--- src/rtl/mtsp_cache_pkg.sv ---
// Shared types and helpers for the MTSP cache lookup sequencer.
//   state_e          : sequencer FSM states
//   tag_width()      : tag bits left after index and line offset
//   line_beats()     : memory beats per cache line
//   beat_cnt_width() : width of the fill beat counter
//   addr_index/addr_tag/addr_line : byte-address split helpers (64-bit carriers,
//                      callers truncate to their own widths)
package mtsp_cache_pkg;

  typedef enum logic [2:0] {
    S_SETTLE,
    S_IDLE,
    S_LOOK,
    S_WAIT,
    S_RESOLVE,
    S_FILL_REQ,
    S_FILL_DATA,
    S_DONE
  } state_e;

  function automatic int tag_width(input int addr_w, input int lut_w, input int line_w);
    return addr_w - lut_w - line_w;
  endfunction

  function automatic int line_beats(input int line_w, input int data_w);
    return ((1 << line_w) * 8) / data_w;
  endfunction

  // Never narrower than one bit so a single-beat line still elaborates.
  function automatic int beat_cnt_width(input int line_w, input int data_w);
    int b;
    b = line_beats(line_w, data_w);
    return (b > 1) ? $clog2(b) : 1;
  endfunction

  function automatic logic [63:0] addr_index(input logic [63:0] a, input int line_w, input int lut_w);
    return (a >> line_w) & ((64'd1 << lut_w) - 64'd1);
  endfunction

  function automatic logic [63:0] addr_tag(input logic [63:0] a, input int line_w, input int lut_w);
    return a >> (line_w + lut_w);
  endfunction

  function automatic logic [63:0] addr_line(input logic [63:0] a, input int line_w);
    return a & ~((64'd1 << line_w) - 64'd1);
  endfunction

endpackage

--- src/rtl/mtsp_cache_lookup.sv ---
// Upstream sequencer for the MTSP cache tag LUT.
// Accepts one outstanding load at a time, runs the 2-cycle tag lookup, and on a
// miss fetches the line into the cache data RAM before responding. Also owns LUT
// clearing (post-reset settle window and explicit invalidates).
// Ports:
//   clk, rst                    : clock, async active-high reset
//   req_valid/req_addr/req_ready: load request (ready only in IDLE, not while invalidating)
//   inv_req                     : whole-LUT invalidate, level, sampled in IDLE
//   rsp_done/rsp_hit            : completion pulse, hit(1) or filled(0)
//   lut_clear                   : one-cycle LUT clear start
//   lut_req/lut_addr/lut_data   : lookup pulse, index and tag
//   lut_ack/lut_hit             : lookup result
//   mem_req/mem_addr/mem_grant  : line read request, held until granted
//   mem_rvalid/mem_rdata        : read beats
//   cd_we/cd_addr/cd_data       : registered cache data RAM write port
module mtsp_cache_lookup
  import mtsp_cache_pkg::*;
#(
  parameter int ADDR_W = 32,
  parameter int LUT_W  = 6,
  parameter int LINE_W = 5,
  parameter int DATA_W = 32,
  localparam int TAG_W  = tag_width(ADDR_W, LUT_W, LINE_W),
  localparam int BEATS  = line_beats(LINE_W, DATA_W),
  localparam int BCNT_W = beat_cnt_width(LINE_W, DATA_W),
  localparam int CD_AW  = LUT_W + LINE_W - $clog2(DATA_W / 8)
)(
  input  logic              clk,
  input  logic              rst,
  input  logic              req_valid,
  input  logic [ADDR_W-1:0] req_addr,
  output logic              req_ready,
  input  logic              inv_req,
  output logic              rsp_done,
  output logic              rsp_hit,
  output logic              lut_clear,
  output logic              lut_req,
  output logic [LUT_W-1:0]  lut_addr,
  output logic [TAG_W-1:0]  lut_data,
  input  logic              lut_ack,
  input  logic              lut_hit,
  output logic              mem_req,
  output logic [ADDR_W-1:0] mem_addr,
  input  logic              mem_grant,
  input  logic              mem_rvalid,
  input  logic [DATA_W-1:0] mem_rdata,
  output logic              cd_we,
  output logic [CD_AW-1:0]  cd_addr,
  output logic [DATA_W-1:0] cd_data
);

  localparam logic [LUT_W:0]    SETTLE_LAST = (LUT_W + 1)'((1 << LUT_W) - 1);
  localparam logic [BCNT_W-1:0] BEAT_LAST   = BCNT_W'(BEATS - 1);

  state_e              state, state_next;
  logic [ADDR_W-1:0]   addr_q;
  logic                hit_q;
  logic [LUT_W:0]      settle_cnt;
  logic [BCNT_W-1:0]   beat_cnt;
  logic                last_q;   // last beat was captured; its CD write is out this cycle
  logic                accept;
  logic                beat_take;

  // Invalidate wins over a request in the same IDLE cycle.
  assign accept    = (state == S_IDLE) && !inv_req && req_valid;
  // Beats arriving after the line is complete (or outside the fill) are dropped.
  assign beat_take = (state == S_FILL_DATA) && mem_rvalid && !last_q;

  // Index/tag/line base come from the latched address so they hold steady
  // from LOOK through RESOLVE and for the whole fill.
  assign lut_addr = LUT_W'(addr_index(64'(addr_q), LINE_W, LUT_W));
  assign lut_data = TAG_W'(addr_tag(64'(addr_q), LINE_W, LUT_W));
  assign mem_addr = ADDR_W'(addr_line(64'(addr_q), LINE_W));

  // State register
  always_ff @(posedge clk or posedge rst) begin
    if (rst) state <= S_SETTLE;
    else     state <= state_next;
  end

  // Next-state logic
  always_comb begin
    state_next = state;
    unique case (state)
      S_SETTLE:    if (settle_cnt == SETTLE_LAST) state_next = S_IDLE;
      S_IDLE: begin
        if (inv_req)        state_next = S_SETTLE;
        else if (req_valid) state_next = S_LOOK;
      end
      S_LOOK:      state_next = S_WAIT;
      S_WAIT:      state_next = S_RESOLVE;
      // A missing ack is treated as a miss; the bound assertion reports it.
      S_RESOLVE:   state_next = (lut_ack && lut_hit) ? S_DONE : S_FILL_REQ;
      S_FILL_REQ:  if (mem_grant) state_next = S_FILL_DATA;
      // Leave one cycle after the last beat so the final CD write precedes done.
      S_FILL_DATA: if (last_q) state_next = S_DONE;
      S_DONE:      state_next = S_IDLE;
      default:     state_next = S_SETTLE;
    endcase
  end

  // Output decode
  always_comb begin
    req_ready = 1'b0;
    lut_clear = 1'b0;
    lut_req   = 1'b0;
    mem_req   = 1'b0;
    rsp_done  = 1'b0;
    rsp_hit   = 1'b0;
    unique case (state)
      S_IDLE: begin
        req_ready = !inv_req;
        lut_clear = inv_req;
      end
      S_LOOK:     lut_req = 1'b1;
      S_FILL_REQ: mem_req = 1'b1;
      S_DONE: begin
        rsp_done = 1'b1;
        rsp_hit  = hit_q;
      end
      default: ;
    endcase
  end

  // Request latch and lookup result
  always_ff @(posedge clk or posedge rst) begin
    if (rst) begin
      addr_q <= '0;
      hit_q  <= 1'b0;
    end else begin
      if (accept)               addr_q <= req_addr;
      if (state == S_RESOLVE)   hit_q  <= lut_ack && lut_hit;
    end
  end

  // Settle counter: zero outside SETTLE, so every SETTLE entry starts from 0.
  always_ff @(posedge clk or posedge rst) begin
    if (rst)                  settle_cnt <= '0;
    else if (state == S_SETTLE && state_next == S_SETTLE)
                              settle_cnt <= settle_cnt + 1'b1;
    else                      settle_cnt <= '0;
  end

  // Fill beat counter and registered cache data write port
  always_ff @(posedge clk or posedge rst) begin
    if (rst) begin
      beat_cnt <= '0;
      last_q   <= 1'b0;
      cd_we    <= 1'b0;
      cd_addr  <= '0;
      cd_data  <= '0;
    end else begin
      if (state == S_FILL_REQ) beat_cnt <= '0;
      else if (beat_take)      beat_cnt <= beat_cnt + 1'b1;
      last_q <= beat_take && (beat_cnt == BEAT_LAST);
      cd_we  <= beat_take;
      if (beat_take) begin
        cd_addr <= CD_AW'({lut_addr, beat_cnt});
        cd_data <= mem_rdata;
      end
    end
  end

endmodule

--- config.mk ---
export PLATFORM = sky130hd
export DESIGN_NAME = mtsp_cache_lookup
export DESIGN_NICKNAME = d
export VERILOG_FILES = /design/src/rtl/mtsp_cache_pkg.sv /design/src/rtl/mtsp_cache_lookup.sv
export SDC_FILE = /design/constraint.sdc
export NUM_CORES = 1
export LEC_CHECK = 0
export BUFFER_PORTS_ARGS = -buffer_cell sky130_fd_sc_hd__buf_2
export CAP_MARGIN = 20
export CORE_AREA = 8 8 97 99
export DETAILED_ROUTE_END_ITERATION = 16
export DIE_AREA = 0 0 105 107
export HOLD_SLACK_MARGIN = 0.08
export PLACE_DENSITY = 0.81
export SYNTH_ARGS = -nofsm -noshare
export SYNTH_HDL_FRONTEND = slang
export SYNTH_SLANG_ARGS = --single-unit
--- constraint.sdc ---
create_clock -name clk -period 8.45 [get_ports clk]
set_input_delay 2.1125 -clock clk [delete_from_list [all_inputs] [get_ports clk]]
set_output_delay 2.1125 -clock clk [all_outputs]
set_load 0.03 [all_outputs]
==> out/results.txt <==
Worst-Margin Slew = 0.751 ns
TritonCTS Sinks = 84
end of the worst register-to-register path = beat_cnt[0]$_DFFE_PP0P_
Period minus WS final = 4.92 ns
grt ovf = 0
Critical Path RT = 6.34 ns
leading cell type in the layout, fill and taps excluded = buf_2
syn_area_per_cell = 10.7 um2
post-CTS setup buffers = 0
clk buf depth = 2
Tcrit/Tclk final = 58.2%
WS Path Type = in -> out
post_cts resized = 0
port buffer count = 168
Final nets = 554
maxcap violations = 0
gpl congestion = 0.709
vias in the first global route = 2889
remaining antenna violation count after routing = 0
Vias/cell = 4.62
final max-slew violation count = 0
Inst Count DP = 573
# rows = 33
DR WL/cell = 14.7 um
hold worst-path end = settle_cnt[0]$_DFF_PP0_
reg2reg path depth = 6
commonest non-fill, non-tap cells in the layout = 168 x buf_2, 133 x nand2_1, 84 x dfrtp_1, 19 x mux2_4
Filler cells = 734
worst reg2reg path startpoint = state[0]$_DFF_PP0_
met3 GRT Util = 6.18%
DR pass1 iterations = 4
ANT cells = 0
Top-Level Pins = 179
Starting Density = 45.8%
largest net degree at the start of global routing = 53
RSZ-0062 raised after global routing = false
endpoints failing setup = 0
Worst VDD drop = 0.297 mV
DRT iter0 DRCs = 63
die height = 107 um
CP max FO = 3
Seq/Total Area, Yosys = 57.9%
GRT Overall Usage = 15.4%
proportion of layout cells with a drive suffix above 1 = 45.0%
yosys synthesis warning count = 0
Worst setup SP type = input port
initial antenna violation count = 0
post-route setup TNS = 0 ns
via count = 2723
clock latency at the later pin of the worst-skew pair = 0.34 ns
status = complete, no violations
die area = 0.0112 mm2
met1 global-route usage = 17.3%
Final Hold Vio Count = 0
CP Data Arrival Time = 2.81 ns
#FFs+latches synth = 84
Die W = 105 um
Power per Cell Area = 438 mW/mm2
Gate Count Post-Synth = 338
Cell Count, Final, Fillers Out = 589
hold_ws = 0.467 ns
total CTS buffers = 9
clk slew on worst S/H paths = 0.08 ns
type of the worst min-delay path = reg -> reg
first-pass GRT wire length = 14200 um
DRC viols = 0
normalized max-slew margin = 49.9%
HPWL after DPL = 6350 um
CTS tree = yes
Hold Path Stages = 1
cell area after synthesis = 0.00363 mm2
grt met2 use = 25.9%
Root Buffer = clkbuf_8
core footprint = 0.00793 mm2
post-synthesis cell type count = 31
static leakage = 2.65 nW
source of the worst hold timing path = settle_cnt[0]$_DFF_PP0_
Worst Setup End Kind = output pin
top achievable clock speed = 0.203 GHz
R2R Setup Slk = 6.29 ns
Syn-to-layout area delta = 25.0%
global route hottest layer = met2
H-tree lvl count = 3
Final Skew = 0.00908 ns
CTS Hold Buffers Added = 0
total wire length = 8680 um
metal layers:
metal  part of all wire [%]  up-vias
li1                       -     1312
met1                     40     1287
met2                     50      113
met3                    8.6       11
met4                    1.8        0
met5                      0        -
worst max-delay path by stage:
stage          startpoint        end  slack (ns)  cells past startpoint
6_report          inv_req  req_ready        3.53                      3
5_1_grt           inv_req  req_ready        3.50                      3
4_1_cts           inv_req  req_ready        3.53                      3
3_5_place_dp      inv_req  req_ready        3.53                      3
3_3_place_gp      inv_req  req_ready        3.55                      3
2_1_floorplan     inv_req  lut_clear        3.24                      1
worst max-delay path, stage by stage:
cell and delay, ns:
buf_2 0.12, nor4b_4 0.30, buf_2 0.27
sequential cells by signal (all words and copies together) (netlist names):
| signal | flops |
|---|---|
| cd_data | 32 |
| addr_q | 27 |
| cd_addr | 9 |
| settle_cnt | 7 |
| beat_cnt | 3 |
| state | 3 |
| cd_we | 1 |
| hit_q | 1 |
| last_q | 1 |
synth_stat cells (all sizes together):
cell    number  area share (%)
a21o         1            0.21
o221ai       1            0.24
a21oi        3            0.41
xor2         3            0.72
dfrtp       84              58
mux2        27              10
xnor2        3            0.72
or3b         1            0.24
and4bb       1            0.34
o21a         1            0.21
nor4bb       1            0.28
conb         1            0.10
a31oi        1            0.17
nor3         2            0.28
ha           3             1.0
nand3        3            0.41
inv          5            0.52
o21ai        2            0.28
nor4b        1            0.65
buf         39             8.4
and2         2            0.34
nor2        10             1.0
nor2b        1            0.17
and3         3            0.52
clkbuf       5            0.52
nand2      134              14
final cells by class:
class | instances | area [um2] | share of cell area (%)
flip-flops and latches | 84 | 2100 | 46.3
inverters | 5 | 20.0 | 0.441
clock buffers | 11 | 141 | 3.11
repair buffers | 170 | 856 | 18.8
multi-input cells | 209 | 1200 | 26.5
well taps | 105 | 131 | 2.89
clock inverters | 5 | 85.1 | 1.87
metrics by stage:
step	utilization, %	worst slack, ns	power [mW]	instance area [um2]
after floorplan	-	3.24	1.48	3650
after global placement	54.4	3.55	1.66	4310
after detailed placement	54.4	3.53	1.69	4310
after CTS	57.3	3.53	2.02	4540
after global routing	57.3	3.50	2.11	4540
final	57.3	3.53	1.99	4540
kinds of logic (layout without fill, tap and decap cells):
group | after synthesis | after routing | share of synthesized area (%)
and+or+nand+nor | 159 | 159 | 18.3
DFF | 84 | 84 | 57.9
buffers and inverters | 49 | 191 | 9.40
muxes | 27 | 27 | 10.3
AOI/OAI and AO/OA | 9 | 9 | 1.52
xor gates and xnor gates | 6 | 6 | 1.45
adders and majority gates | 3 | 3 | 1.03
other | 1 | 5 | 0.103
where the power goes:
| part | total, mW | internal, mW | switching (mW) |
|---|---|---|---|
| logic | 0.987 | 0.306 | 0.680 |
| clock network | 0.321 | 0.176 | 0.145 |
| registers | 0.682 | 0.566 | 0.116 |
| total | 1.99 | 1.05 | 0.941 |
Power figures use the tool's default switching activity.
